--- src/rtl/keypad_pkg.sv ---
// Shared types and defaults for the keypad debounce and event-queue stage.
package keypad_pkg;

    localparam int KEYCODE_W          = 4;
    localparam int KD_DEBOUNCE_CYCLES = 500000;  // 10 ms at 50 MHz
    localparam int KD_FIFO_DEPTH      = 4;

    typedef enum logic [1:0] {
        KD_IDLE         = 2'd0,
        KD_PRESS_WAIT   = 2'd1,
        KD_HELD         = 2'd2,
        KD_RELEASE_WAIT = 2'd3
    } kd_state_t;

endpackage

--- src/rtl/keypad_event_fifo.sv ---
// Small synchronous key-event queue. The pointers carry one extra wrap bit,
// so full and empty can be told apart without a separate count.
module keypad_event_fifo
    import keypad_pkg::*;
#(
    parameter int DEPTH = KD_FIFO_DEPTH,
    parameter int WIDTH = KEYCODE_W
) (
    input  logic             clock,
    input  logic             reset_n,
    input  logic             push,
    input  logic [WIDTH-1:0] push_data,
    input  logic             pop,
    output logic [WIDTH-1:0] pop_data,
    output logic             full,
    output logic             empty
);

    localparam int AW = $clog2(DEPTH);

    logic [WIDTH-1:0] mem [DEPTH];
    logic [AW:0]      wr_ptr;
    logic [AW:0]      rd_ptr;
    logic             pop_ok;
    logic             push_ok;

    assign empty    = (wr_ptr == rd_ptr);
    assign full     = (wr_ptr[AW] != rd_ptr[AW]) && (wr_ptr[AW-1:0] == rd_ptr[AW-1:0]);
    assign pop_ok   = pop && !empty;
    // A push into a full queue only fits if the head leaves in the same cycle.
    assign push_ok  = push && (!full || pop_ok);
    assign pop_data = mem[rd_ptr[AW-1:0]];

    // Storage and pointer update; storage is cleared so the head reads 0 after reset.
    always_ff @(posedge clock or negedge reset_n) begin
        if (!reset_n) begin
            wr_ptr <= '0;
            rd_ptr <= '0;
            for (int i = 0; i < DEPTH; i++) begin
                mem[i] <= '0;
            end
        end else begin
            if (push_ok) begin
                mem[wr_ptr[AW-1:0]] <= push_data;
                wr_ptr              <= wr_ptr + 1'b1;
            end
            if (pop_ok) begin
                rd_ptr <= rd_ptr + 1'b1;
            end
        end
    end

endmodule

--- src/rtl/keypad_debouncer.sv ---
// Debounces the keypad scanner's raw level outputs and queues one event per
// accepted press.
//
//   state           | meaning
//   ----------------+--------------------------------------------------
//   KD_IDLE         | no key down
//   KD_PRESS_WAIT   | key seen, waiting for a stable code for the window
//   KD_HELD         | press accepted, key down
//   KD_RELEASE_WAIT | key seen released, waiting for the release window
module keypad_debouncer
    import keypad_pkg::*;
#(
    parameter int DEBOUNCE_CYCLES = KD_DEBOUNCE_CYCLES,
    parameter int FIFO_DEPTH      = KD_FIFO_DEPTH
) (
    input  logic                 clock,
    input  logic                 reset_n,
    input  logic [KEYCODE_W-1:0] keycode,
    input  logic                 keypressed,
    output logic                 key_valid,
    output logic [KEYCODE_W-1:0] key_data,
    input  logic                 key_ready,
    output logic                 key_held,
    output logic [KEYCODE_W-1:0] held_code,
    output logic                 overflow
);

    localparam int             CNT_W    = $clog2(DEBOUNCE_CYCLES);
    localparam logic [CNT_W-1:0] CNT_LAST = CNT_W'(DEBOUNCE_CYCLES - 1);
    localparam logic [CNT_W-1:0] CNT_ONE  = CNT_W'(1);

    logic                 sync_pressed;
    logic                 s_pressed;
    logic [KEYCODE_W-1:0] sync_code;
    logic [KEYCODE_W-1:0] s_code;

    kd_state_t            state;
    kd_state_t            state_nxt;
    logic [KEYCODE_W-1:0] cand;
    logic [KEYCODE_W-1:0] cand_nxt;
    logic [CNT_W-1:0]     cnt;
    logic [CNT_W-1:0]     cnt_nxt;

    logic                 push_req;
    logic                 pop_req;
    logic                 fifo_full;
    logic                 fifo_empty;

    // Two-flop synchronisers; the code bus is synced bit-wise because a torn
    // code only restarts the debounce window.
    always_ff @(posedge clock or negedge reset_n) begin
        if (!reset_n) begin
            sync_pressed <= 1'b0;
            s_pressed    <= 1'b0;
            sync_code    <= '0;
            s_code       <= '0;
        end else begin
            sync_pressed <= keypressed;
            s_pressed    <= sync_pressed;
            sync_code    <= keycode;
            s_code       <= sync_code;
        end
    end

    // FSM state register together with the candidate code and window counter.
    always_ff @(posedge clock or negedge reset_n) begin
        if (!reset_n) begin
            state <= KD_IDLE;
            cand  <= '0;
            cnt   <= '0;
        end else begin
            state <= state_nxt;
            cand  <= cand_nxt;
            cnt   <= cnt_nxt;
        end
    end

    // Next-state logic; every state entry that starts a window clears the counter.
    always_comb begin
        state_nxt = state;
        cand_nxt  = cand;
        cnt_nxt   = cnt;
        case (state)
            KD_IDLE: begin
                if (s_pressed) begin
                    cand_nxt  = s_code;
                    cnt_nxt   = '0;
                    state_nxt = KD_PRESS_WAIT;
                end
            end
            KD_PRESS_WAIT: begin
                if (!s_pressed) begin
                    state_nxt = KD_IDLE;
                end else if (s_code != cand) begin
                    cand_nxt = s_code;
                    cnt_nxt  = '0;
                end else if (cnt == CNT_LAST) begin
                    state_nxt = KD_HELD;
                end else begin
                    cnt_nxt = cnt + CNT_ONE;
                end
            end
            KD_HELD: begin
                // The scanner freezes while a key is down, so code changes are ignored.
                if (!s_pressed) begin
                    cnt_nxt   = '0;
                    state_nxt = KD_RELEASE_WAIT;
                end
            end
            KD_RELEASE_WAIT: begin
                if (s_pressed) begin
                    state_nxt = KD_HELD;
                end else if (cnt == CNT_LAST) begin
                    state_nxt = KD_IDLE;
                end else begin
                    cnt_nxt = cnt + CNT_ONE;
                end
            end
            default: begin
                state_nxt = KD_IDLE;
            end
        endcase
    end

    // Outputs decoded from the state register; the push fires on the
    // PRESS_WAIT -> HELD transition.
    always_comb begin
        key_held  = 1'b0;
        held_code = '0;
        push_req  = 1'b0;
        case (state)
            KD_PRESS_WAIT: begin
                push_req = s_pressed && (s_code == cand) && (cnt == CNT_LAST);
            end
            KD_HELD, KD_RELEASE_WAIT: begin
                key_held  = 1'b1;
                held_code = cand;
            end
            default: begin
            end
        endcase
    end

    assign key_valid = !fifo_empty;
    assign pop_req   = key_valid && key_ready;

    // Sticky overflow: an accepted press found the queue full and nothing leaving.
    always_ff @(posedge clock or negedge reset_n) begin
        if (!reset_n) begin
            overflow <= 1'b0;
        end else if (push_req && fifo_full && !pop_req) begin
            overflow <= 1'b1;
        end
    end

    keypad_event_fifo #(
        .DEPTH (FIFO_DEPTH),
        .WIDTH (KEYCODE_W)
    ) u_fifo (
        .clock     (clock),
        .reset_n   (reset_n),
        .push      (push_req),
        .push_data (cand),
        .pop       (pop_req),
        .pop_data  (key_data),
        .full      (fifo_full),
        .empty     (fifo_empty)
    );

endmodule

--- config.mk ---
export PLATFORM = sky130hd
export DESIGN_NAME = keypad_debouncer
export DESIGN_NICKNAME = d
export VERILOG_FILES = /design/src/rtl/keypad_pkg.sv /design/src/rtl/keypad_event_fifo.sv /design/src/rtl/keypad_debouncer.sv
export SDC_FILE = /design/constraint.sdc
export NUM_CORES = 1
export LEC_CHECK = 0
export CAP_MARGIN = 10
export CORE_ASPECT_RATIO = 1.1
export CORE_MARGIN = 3
export CORE_UTILIZATION = 40
export DETAILED_ROUTE_END_ITERATION = 7
export PLACE_DENSITY = 0.57
export SKIP_CTS_REPAIR_TIMING = 1
export SLEW_MARGIN = 20
export SYNTH_ARGS = -nofsm -noshare
export SYNTH_HDL_FRONTEND = slang
export SYNTH_HIERARCHICAL = 1
export SYNTH_SLANG_ARGS = --single-unit
--- constraint.sdc ---
create_clock -name clock -period 3.5 [get_ports clock]
set_input_delay 0.7 -clock clock [delete_from_list [all_inputs] [get_ports clock]]
set_output_delay 0.7 -clock clock [all_outputs]
set_load 0.02 [all_outputs]
==> results.md, run 1 <==
* Die area at 8460 um^2
* # diodes at 0
* Syn Std Cell Area at between 2000 and 3000 um^2
* Root Driver: clkbuf_8
* Final critical-path share of the clock period at about 87%
* Top cell type's share of synthesized area at 49.1%
* Largest area contributor in the netlist: dfrtp_1
* Hold Path Class: primary input to async pin
* Mean area per synthesized cell at between 10 and 15 um^2
* Storage cell area at about 1500 um^2
* Critical path launch point type: flop
* Syn nets at between 200 and 300
* I/O pin count at 19
* Post-layout minimum cycle time at roughly 3.0 ns
* # setup viols final at 0
* Largest cells by area after synthesis: dfrtp_1, mux2_2, xor2_1, o41ai_4, mux4_2
* Drt first pass iters at 4
* Placed Area at 3230 um^2
* Total GRT Usage at 14.9%
* Vias at approximately 1800
* Sum Neg Setup Slack at 0 ns
* DR vias/cell at about 5.2
* Post-Synthesis Cells at between 200 and 250
* Critical path required time at 2.80 ns
* Slew Limit Fails at 0
* Unrepaired setup endpoints after global routing: no
* Post-Place Setup Slack at 0.814 ns
* Flop2flop setup slack at 0.87 ns
* PD cells at between 400 and 500 nW/um^2
* H-tree levels at 3
* Reg clk slew, reported paths at ~0.070 ns
* Die W at 88.0 um
* CTS tree: built
* Hold Violations, Final at 0
* Fmax at between 0.3 and 0.4 GHz
* Initial antenna violation count at 0
* CTS sink cnt at 58
* Synth unique cells at 53
* Max FO, Critical Path at 9
* Grt ovf at 0
* Seq/Total Area, Yosys at between 40% and 50%
* Filler cell count at about 650
* Outcome: finished clean
* Ys Warns at 6
* VDD IR max at ~0.21 mV
* Antenna-violating nets left at 0
* Initial Util at around two fifths
* Clk Latency, worst-skew pair at between 0.3 and 0.4 ns
* Share of cells above drive strength 1 at 22.1%
* DR iter-0 viols at 57
* Design Power at between 1 and 1.5 mW
* Clk_skew at 0.0109 ns
* Design Area, Final at roughly 3400 um^2
* Post-DP HPWL at 3630 um
* CTS buffer count at 9
* Worst-Margin Slew at 0.714 ns
* Core ar. at between 7000 and 8000 um^2
* Crit Path Category: flop to primary output
* Crit. End Element: primary output
* Final worst slack at 0.452 ns
* Arr. time, crit path at 2.35 ns
* Total leakage power at ~1.5 nW
* Port bufs at 18
* Area added between synthesis and finish at 16.1%
* Largest net degree at the start of global routing at 50
* Post-synth EDFFs at 0
* Slew HR at 52.4%
* First-pass GRT wire length at 9540 um
* Routed len/inst at roughly 15 um
* Max Root-Sink Buffers at 2
* Die Y at around 96 um
* Synthesized flop and latch total at slightly below 60
* Nets at approximately 280
* Asr flop ratio synth at between 90% and 100%
* Placer Congestion at roughly 0.75
* Routed wire length at approximately 5400 um
* Maxcap violations at 0
* Area of the multi-input gates at around 1500 um^2
* Vias in the first global route at 1932
* Synth Flop Type: dfrtp_1
* DRC viols at 0
* FP Rows at 32
final timing paths:
check,cells past startpoint,start,endpoint
worst max-delay path,4,u_fifo/rd_ptr[0],key_valid
max in group asynchronous,2,reset_n,cnt[10]
worst min register to register,0,sync_pressed,s_pressed
worst min-delay path,1,reset_n,u_fifo/mem[15]
min in group clock,0,sync_pressed,s_pressed
worst max register to register,9,cnt[0],u_fifo/mem[0]
state kept, by name, summed over array words and instances (netlist names), named ones only:
signal         flops
cnt               19
u_fifo/mem        16
cand               4
s_code             4
sync_code          4
u_fifo/rd_ptr      3
u_fifo/wr_ptr      3
overflow           1
s_pressed          1
state              1
sync_pressed       1
cell usage after synthesis, drive strengths merged (2+ instances only):
master and n:
a21oi 3, nor4b 2, dfrtp 58, nor2b 4, nor2 22, o21ai 5, ha 6, xor2 18
nand2 19, buf 3, mux2 18, nor4 3, o41ai 5, mux4 4, nor3 3, and2 8
o2bb2ai 2, nand4 6, o211ai 3, o22a 2, xnor2 9, inv 5, nand3 3, o2111ai 2
and3 5, and4 3
power breakdown:
part	internal [mW]	switching (mW)	leakage [nW]
logic	0.0206	0.0381	0.630
clock network	0.363	0.265	0.101
registers	0.684	0.0174	0.775
per-stage QoR:
stage	std cells	hold slack, ns	utilization, %
6_report	352	0.220	48.4
5_1_grt	352	0.215	48.4
4_1_cts	352	0.210	48.4
3_5_place_dp	337	0.335	45.6
3_3_place_gp	337	0.332	45.6
2_1_floorplan	236	0.331	-
layer usage:
metal / global-route usage, % / vias up / routed length, um
li1: - / 911 / -
met1: 18.9 / 898 / 2590
met2: 23.6 / 23 / 2540
met3: 4.88 / 7 / 152
met4: 5.37 / 0 / 75
met5: 0 / - / 0
cells in the final DEF (no fill, tap or decap), drive strengths merged, types with 2 or more instances in the layout:
master	synthesis	final
xor2	18	18
o41ai	5	5
and3	5	5
o2bb2ai	2	2
ha	6	6
and4	3	3
clkdlybuf4s50	0	17
clkbuf	1	11
dfrtp	58	58
o211ai	3	3
a21oi	3	3
nand4	6	6
nor2	22	22
nand2	19	19
o2111ai	2	2
mux2	18	18
nand3	3	3
inv	5	5
mux4	4	4
o22a	2	2
nor4	3	3
nor4b	2	2
nor3	3	3
buf	3	3
clkinv	0	2
nor2b	4	4
xnor2	9	9
and2	8	8
o21ai	5	5
worst max-delay path, stage by stage (launching register included):
cell,delay [ns]
dfrtp_1,0.59
xor2_2,0.62
nor3_1,0.13
inv_1,0.08
clkdlybuf4s50_1,0.60
logic make-up (layout without fill, tap and decap cells):
| group | Yosys count | in the layout | share of synthesized area, % |
|---|---|---|---|
| flip-flops | 58 | 58 | 49.1 |
| adder cells (fa/ha/maj) | 6 | 6 | 2.54 |
| XOR/XNOR | 27 | 27 | 9.65 |
| buffers and inverters | 9 | 40 | 1.44 |
| AO/OA/AOI/OAI | 30 | 30 | 10.5 |
| multiplexers | 23 | 23 | 10.2 |
| AND/OR/NAND/NOR | 83 | 83 | 16.5 |
area by class of cell:
| class | count | share of cell area (%) |
|---|---|---|
| Clock inverter | 4 | 1.50 |
| Timing Repair Buffer | 20 | 5.54 |
| Inverter | 5 | 0.547 |
| Tap cell | 85 | 3.10 |
| Sequential cell | 58 | 42.3 |
| Clock buffer | 11 | 4.41 |
| Multi-Input combinational cell | 169 | 42.6 |
(Power assumes the default switching activity.)
==> run 2: changes to the inputs <==
--- a/config.mk
+++ b/config.mk
@@ -10,7 +10,7 @@
 export CORE_MARGIN = 3
 export CORE_UTILIZATION = 40
 export DETAILED_ROUTE_END_ITERATION = 7
-export PLACE_DENSITY = 0.57
+export PLACE_DENSITY = 0.66
 export SKIP_CTS_REPAIR_TIMING = 1
 export SLEW_MARGIN = 20
 export SYNTH_ARGS = -nofsm -noshare
==> run 2 against run 1 <==
Against the previous run:
- first-iteration DRC count shrank 16%
- hold slack improved by 0.13 ns
- sequential share of layout area fell by 0.20 points
- combinational power fell by 2%
- final area is 0.47% higher
- fmax is 0.95% higher
- sequential power about the same
- total power increased by 3.7%
- wire length fell by 5.7%
- clock power up 8.3%
- non-clock buffer count did not move
- largest cell class unchanged
- highest routed layer unchanged
==> results.md, run 2 (same netlist as run 1, synthesis figures left out) <==
* Outcome: finished clean
* Commonest cells after routing, fill and taps aside: dfrtp_1, nor2_1, nand2_1
* Clk Latency, worst-skew pair at 0.34 ns (about the same)
* Comb pwr share at 4.0% (-0.2 points)
* Top delay family on crit path: buffers and inverters
* VDD IR max at 0.237 mV (+12%)
* Clock group share of total power at 47.3% (+2.0 points)
* Top reg by flops: cnt
* I/O pin count at 19 (unchanged)
* Initial antenna violation count at 0 (unchanged)
* Post-DP HPWL at 3560 um (-2.0%)
* Vias in the first global route at 1877 (-2.8%)
* Sum Neg Setup Slack at 0 ns (unchanged)
* DRC viols at 0 (unchanged)
* # diodes at 0 (unchanged)
* DR iter-0 viols at 48 (-16%)
* Port bufs at 18 (unchanged)
* Unrepaired setup endpoints after global routing: no
* Net Sw Frac at 22.0% (-1.1 points)
* Critical path required time at 2.80 ns (about the same)
* FP Rows at 32 (unchanged)
* Clk_skew at 0.0110 ns (+0.0000307 ns)
* Core ar. at 7090 um^2 (unchanged)
* Arr. time, crit path at 2.32 ns (-0.03 ns)
* Hold Path Class: flop to flop
* PD cells at 417 nW/um^2 (+3.2%)
* H-tree levels at 3 (unchanged)
* WHS at 0.349 ns (+0.130 ns)
* Seq pwr share at 48.7% (-1.8 points)
* Die W at 88.0 um (unchanged)
* Crit Path Category: flop to primary output
* NetSw at 0.317 mW (-1.1%)
* Fmax at 0.331 GHz (+0.95%)
* Nets at 277 (unchanged)
* Maxcap violations at 0 (unchanged)
* Total GRT Usage at 14.3% (-0.59 points)
* Crit. End Element: primary output
* CTS sink cnt at 58 (unchanged)
* Die Y at 96.2 um (unchanged)
* Largest net degree at the start of global routing at 35 (-30%)
* Max Root-Sink Buffers at 2 (unchanged)
* P_int at 1.12 mW (+5.1%)
* Post-layout minimum cycle time at 3.02 ns (-0.0288 ns)
* Initial Util at 41.7% (unchanged)
* # setup viols final at 0 (unchanged)
* Critical path's slowest cell: xor2_2
* Antenna-violating nets left at 0 (unchanged)
* Critical path cell sequence: xor2_2 > nor3_1 > inv_1 > clkdlybuf4s50_1
* Largest registers: cnt (19), u_fifo/mem (16)
* First-pass GRT wire length at 9140 um (-4.2%)
* Critical path launch point type: flop
* Total leakage power at 1.51 nW (+0.53%)
* Max reg flops at 19 (unchanged)
* Hold Violations, Final at 0 (unchanged)
* Slew HR at 50.9% (-1.5 points)
* Root Driver: clkbuf_8
* Drt first pass iters at 4 (unchanged)
* Most common cell after layout, fill and taps aside: dfrtp_1
* Die area at 8460 um^2 (unchanged)
* Grt ovf at 0 (unchanged)
* Share of cells above drive strength 1 at 22.0% (-0.082 points)
* Worst-Margin Slew at 0.736 ns (+0.0223 ns)
* CTS tree: built
* Reg clk slew, reported paths at 0.07 ns (about the same)
* Slew Limit Fails at 0 (unchanged)
* Routed wire length at 5050 um (-5.7%)
* Final critical-path share of the clock period at 86.3% (-0.82 points)
* Max FO, Critical Path at 9 (unchanged)
* Vias at 1854 (+0.82%)
* Placer Congestion at 0.735 (-2.4%)
* Area added between synthesis and finish at 16.6%
* Buf/Inv on CP at 2 (unchanged)
* Routed len/inst at 14.3 um (-6.0%)
* CTS buffer count at 9 (unchanged)
* Max incr delay on CP at 0.59 ns (-0.03 ns)
* DR vias/cell at 5.25 (+0.53%)
run 2: cell types whose count changed in the layout (fill, tap and decap cells not counted):
cell / change
bufinv_16: +1
clkbuf_1: +1
clkbuf_8: -1
clkinv_2: +1
clkinv_4: -1
run 2: final cells by class:
class	instances	area [um^2]
Clock inverter	5	77.6
Inverter	5	18.8
Fill cell	626	3640
Sequential cell	58	1450
Multi-Input combinational cell	169	1460
Timing Repair Buffer	20	190
Tap cell	85	106
Clock buffer	11	141
run 2: worst paths after layout:
check / end / cells past startpoint / slack [ns] / start
setup / recovery: key_valid / 4 / 0.48 / u_fifo/rd_ptr[0]
setup reg to reg: u_fifo/mem[12] / 9 / 0.90 / cnt[0]
min in group asynchronous: u_fifo/mem[14] / 1 / 0.42 / reset_n
hold / removal: s_code[3] / 0 / 0.35 / sync_code[3]
max in group asynchronous: cnt[15] / 2 / 2.27 / reset_n
hold reg to reg: s_code[3] / 0 / 0.35 / sync_code[3]
run 2: stage by stage:
stage / util, % / total power [mW] / worst slack (ns) / instances / area, um^2
2_1_floorplan: - / 0.741 / 0.958 / 236 / 2960
3_3_place_gp: 45.6 / 0.772 / 0.839 / 337 / 3230
3_5_place_dp: 45.6 / 0.773 / 0.820 / 337 / 3230
4_1_cts: 48.6 / 1.46 / 0.439 / 353 / 3450
5_1_grt: 48.6 / 1.49 / 0.294 / 353 / 3450
6_report: 48.6 / 1.44 / 0.481 / 353 / 3450
run 2: per-layer routing:
layer	vias up	GRT usage (%)	wire length [um]	part of all wire (%)
met1	915	18.9	2410	48
met2	22	21.5	2360	47
met3	12	3.34	154	3.0
met4	0	8.06	120	2.4
met5	-	0	0	0
li1	905	-	-	-
run 2: power by group through the flow:
stage                     Clock [mW]  Combinational (mW)  Sequential (mW)
after floorplan                    0              0.0325            0.708
after global placement             0              0.0590            0.713
after detailed placement           0              0.0599            0.714
after CTS                      0.703              0.0602            0.701
after global routing           0.725              0.0662            0.704
final                          0.680              0.0575            0.701
run 2: worst register-to-register path, delay by kind of cell, from the launching register on:
kind            cells  cell delay (ns)
simple gates        6             1.44
mux                 1             0.30
flops               1             0.41
compound gates      1             0.12
fa+ha+maj           1             0.21
==> run 3: changes to the inputs <==
==> constraint.sdc (replaced) <==
create_clock -name clock -period 3.5 [get_ports clock]
set_input_delay 0.7 -clock clock [delete_from_list [all_inputs] [get_ports clock]]
set_output_delay 0.7 -clock clock [all_outputs]
set_load 0.1 [all_outputs]
==> run 3 against run 2 <==
Against the previous run:
- non-clock buffer count unchanged
- fmax rose by 8.0%
- via count down 0.11%
- total power is 0.90% lower
- first-iteration DRC count rose by 23%
- critical path type unchanged
- sequential share of layout area grew 0.46 points
- final area down 1.1%
- critical endpoint unchanged
==> results.md, run 3 (same netlist as run 1, synthesis figures left out) <==
* Outcome: finished clean
* Nets at 277 (unchanged)
* Comb pwr share at 4.1% (about the same)
* P_int at 1.10 mW (-2.2%)
* WL met3 at 153 um (-0.65%)
* Clk Latency, worst-skew pair at 0.34 ns (about the same)
* Post-layout minimum cycle time at 2.80 ns (-0.224 ns)
* Commonest cells after routing, fill and taps aside: dfrtp_1, nor2_1, nand2_1
* Crit. End Element: primary output
* Routed wire length at 5470 um (+8.3%)
* Max Root-Sink Buffers at 2 (unchanged)
* Critical path required time at 2.80 ns (about the same)
* Filler cell count at 634 (+1.3%)
* Drt first pass iters at 4 (unchanged)
* FF-to-FF path depth at 9 (unchanged)
* Share of cells above drive strength 1 at 25.8% (+3.8 points)
* Worst-Margin Slew at 0.958 ns (+0.222 ns)
* VDD IR max at 0.290 mV (+22%)
* H-tree levels at 3 (unchanged)
* Unrepaired setup endpoints after global routing: no
* Max layer used: met4
* Worst R2R Start: cnt[0]
* # setup viols final at 0 (unchanged)
* Core ar. at 7090 um^2 (unchanged)
* Flop2flop setup slack at 0.96 ns (+0.06 ns)
* Maxcap violations at 0 (unchanged)
* Critical path's slowest cell: dfrtp_1
* Final critical-path share of the clock period at 79.9% (-6.4 points)
* Max reg flops at 19 (unchanged)
* Fmax at 0.358 GHz (+8.0%)
* Storage cell area at 1450 um^2 (unchanged)
* CTS tree: built
* FP Rows at 32 (unchanged)
* Crit Path Category: flop to primary output
* Antenna-violating nets left at 0 (unchanged)
* Slew HR at 35.9% (-15 points)
* Met2 WL post-DR at 2510 um (+6.3%)
* Hold Path Class: primary input to async pin
* # diodes at 0 (unchanged)
* Routed len/inst at 15.5 um (+8.6%)
* Largest net degree at the start of global routing at 45 (+29%)
* Hold Violations, Final at 0 (unchanged)
* RR Endpoint: u_fifo/mem[1]
* First-pass GRT wire length at 9550 um (+4.5%)
* Top reg by flops: cnt
* Die Y at 96.2 um (unchanged)
* DR iter-0 viols at 59 (+23%)
* Critical path cell sequence: xor2_2 > nor3_1 > inv_1 > buf_4
* PD cells at 418 nW/um^2 (+0.19%)
* CTS sink cnt at 58 (unchanged)
* Clk_skew at 0.00925 ns (-0.00173 ns)
* Total leakage power at 1.53 nW (+1.1%)
* Vias at 1852 (-0.11%)
* Seq pwr share at 49.2% (+0.5 points)
* Initial antenna violation count at 0 (unchanged)
* Vias in the first global route at 1954 (+4.1%)
* Area of the multi-input gates at 1460 um^2 (unchanged)
* Arr. time, crit path at 2.10 ns (-0.22 ns)
* Fin cells at 352 (-0.28%)
* I/O pin count at 19 (unchanged)
* CTS buffer count at 9 (unchanged)
* NetSw at 0.329 mW (+3.9%)
* Max FO, Critical Path at 9 (unchanged)
* Clock group share of total power at 46.7% (-0.6 points)
* Total GRT Usage at 15.0% (+0.71 points)
* Initial Util at 41.7% (unchanged)
* Largest registers: cnt (19), u_fifo/mem (16)
* Max incr delay on CP at 0.63 ns (+0.04 ns)
* Placed instance count at 337 (unchanged)
* Reg clk slew, reported paths at 0.07 ns (about the same)
* Die area at 8460 um^2 (unchanged)
* Placer Congestion at 0.774 (+5.4%)
* DRC viols at 0 (unchanged)
* Sum Neg Setup Slack at 0 ns (unchanged)
* Post-Place Setup Slack at 0.945 ns (+0.125 ns)
* DR vias/cell at 5.26 (+0.18%)
* Area added between synthesis and finish at 15.4%
* Port bufs at 18 (unchanged)
* Final worst slack at 0.705 ns (+0.224 ns)
* Post-Route M1 WL at 2670 um (+11%)
* Die W at 88.0 um (unchanged)
* Net Sw Frac at 23.1% (+1.1 points)
* Grt ovf at 0 (unchanged)
* Post-DP HPWL at 3730 um (+4.7%)
* Critical path launch point type: flop
* Root Driver: clkbuf_8
* Slew Limit Fails at 0 (unchanged)
* Most common cell after layout, fill and taps aside: dfrtp_1
[run 3: worst max-delay path, delay by kind of cell, from the launching register on]
kind                      cells  cell delay (ns)
xor gates and xnor gates      1             0.62
buffers and inverters         2             0.36
DFF                           1             0.63
and+or+nand+nor               1             0.14
[run 3: cell type report]
type                       instances  share of cell area, %
clock inverter                     6                   2.42
tap                               85                   3.12
clock buffer                       9                   3.63
sequential                        58                   42.6
timing repair buffer              20                   4.84
inverter                           5                  0.550
multi-input combinational        169                   42.9
[run 3: routing by layer]
metal	GRT usage, %	vias up
li1	-	902
met1	20.0	919
met2	22.5	20
met3	3.34	11
met4	8.31	0
met5	0	-
[run 3: worst max-delay path by stage]
stage                             to             start  slack, ns
floorplan           u_fifo/rd_ptr[1]  u_fifo/rd_ptr[0]       0.96
global placement       u_fifo/mem[3]  u_fifo/rd_ptr[0]       0.98
detailed placement     u_fifo/mem[1]  u_fifo/rd_ptr[0]       0.94
CTS                        key_valid  u_fifo/rd_ptr[0]       0.67
global route               key_valid  u_fifo/rd_ptr[0]       0.59
finish                     key_valid  u_fifo/rd_ptr[0]       0.70
[run 3: stage by stage]
step | util [%] | area (um^2) | power (mW) | hold slack [ns]
after floorplan | - | 2960 | 0.741 | 0.331
after global placement | 45.2 | 3200 | 0.773 | 0.334
after detailed placement | 45.2 | 3200 | 0.775 | 0.335
after CTS | 48.1 | 3410 | 1.44 | 0.253
after global routing | 48.1 | 3410 | 1.48 | 0.271
final | 48.1 | 3410 | 1.43 | 0.250
[run 3: power by group through the flow]
stage / Combinational, mW / Clock [mW] / Sequential [mW]
after floorplan: 0.0325 / 0 / 0.708
after global placement: 0.0596 / 0 / 0.713
after detailed placement: 0.0608 / 0 / 0.714
after CTS: 0.0608 / 0.680 / 0.701
after global routing: 0.0670 / 0.709 / 0.704
final: 0.0588 / 0.666 / 0.701
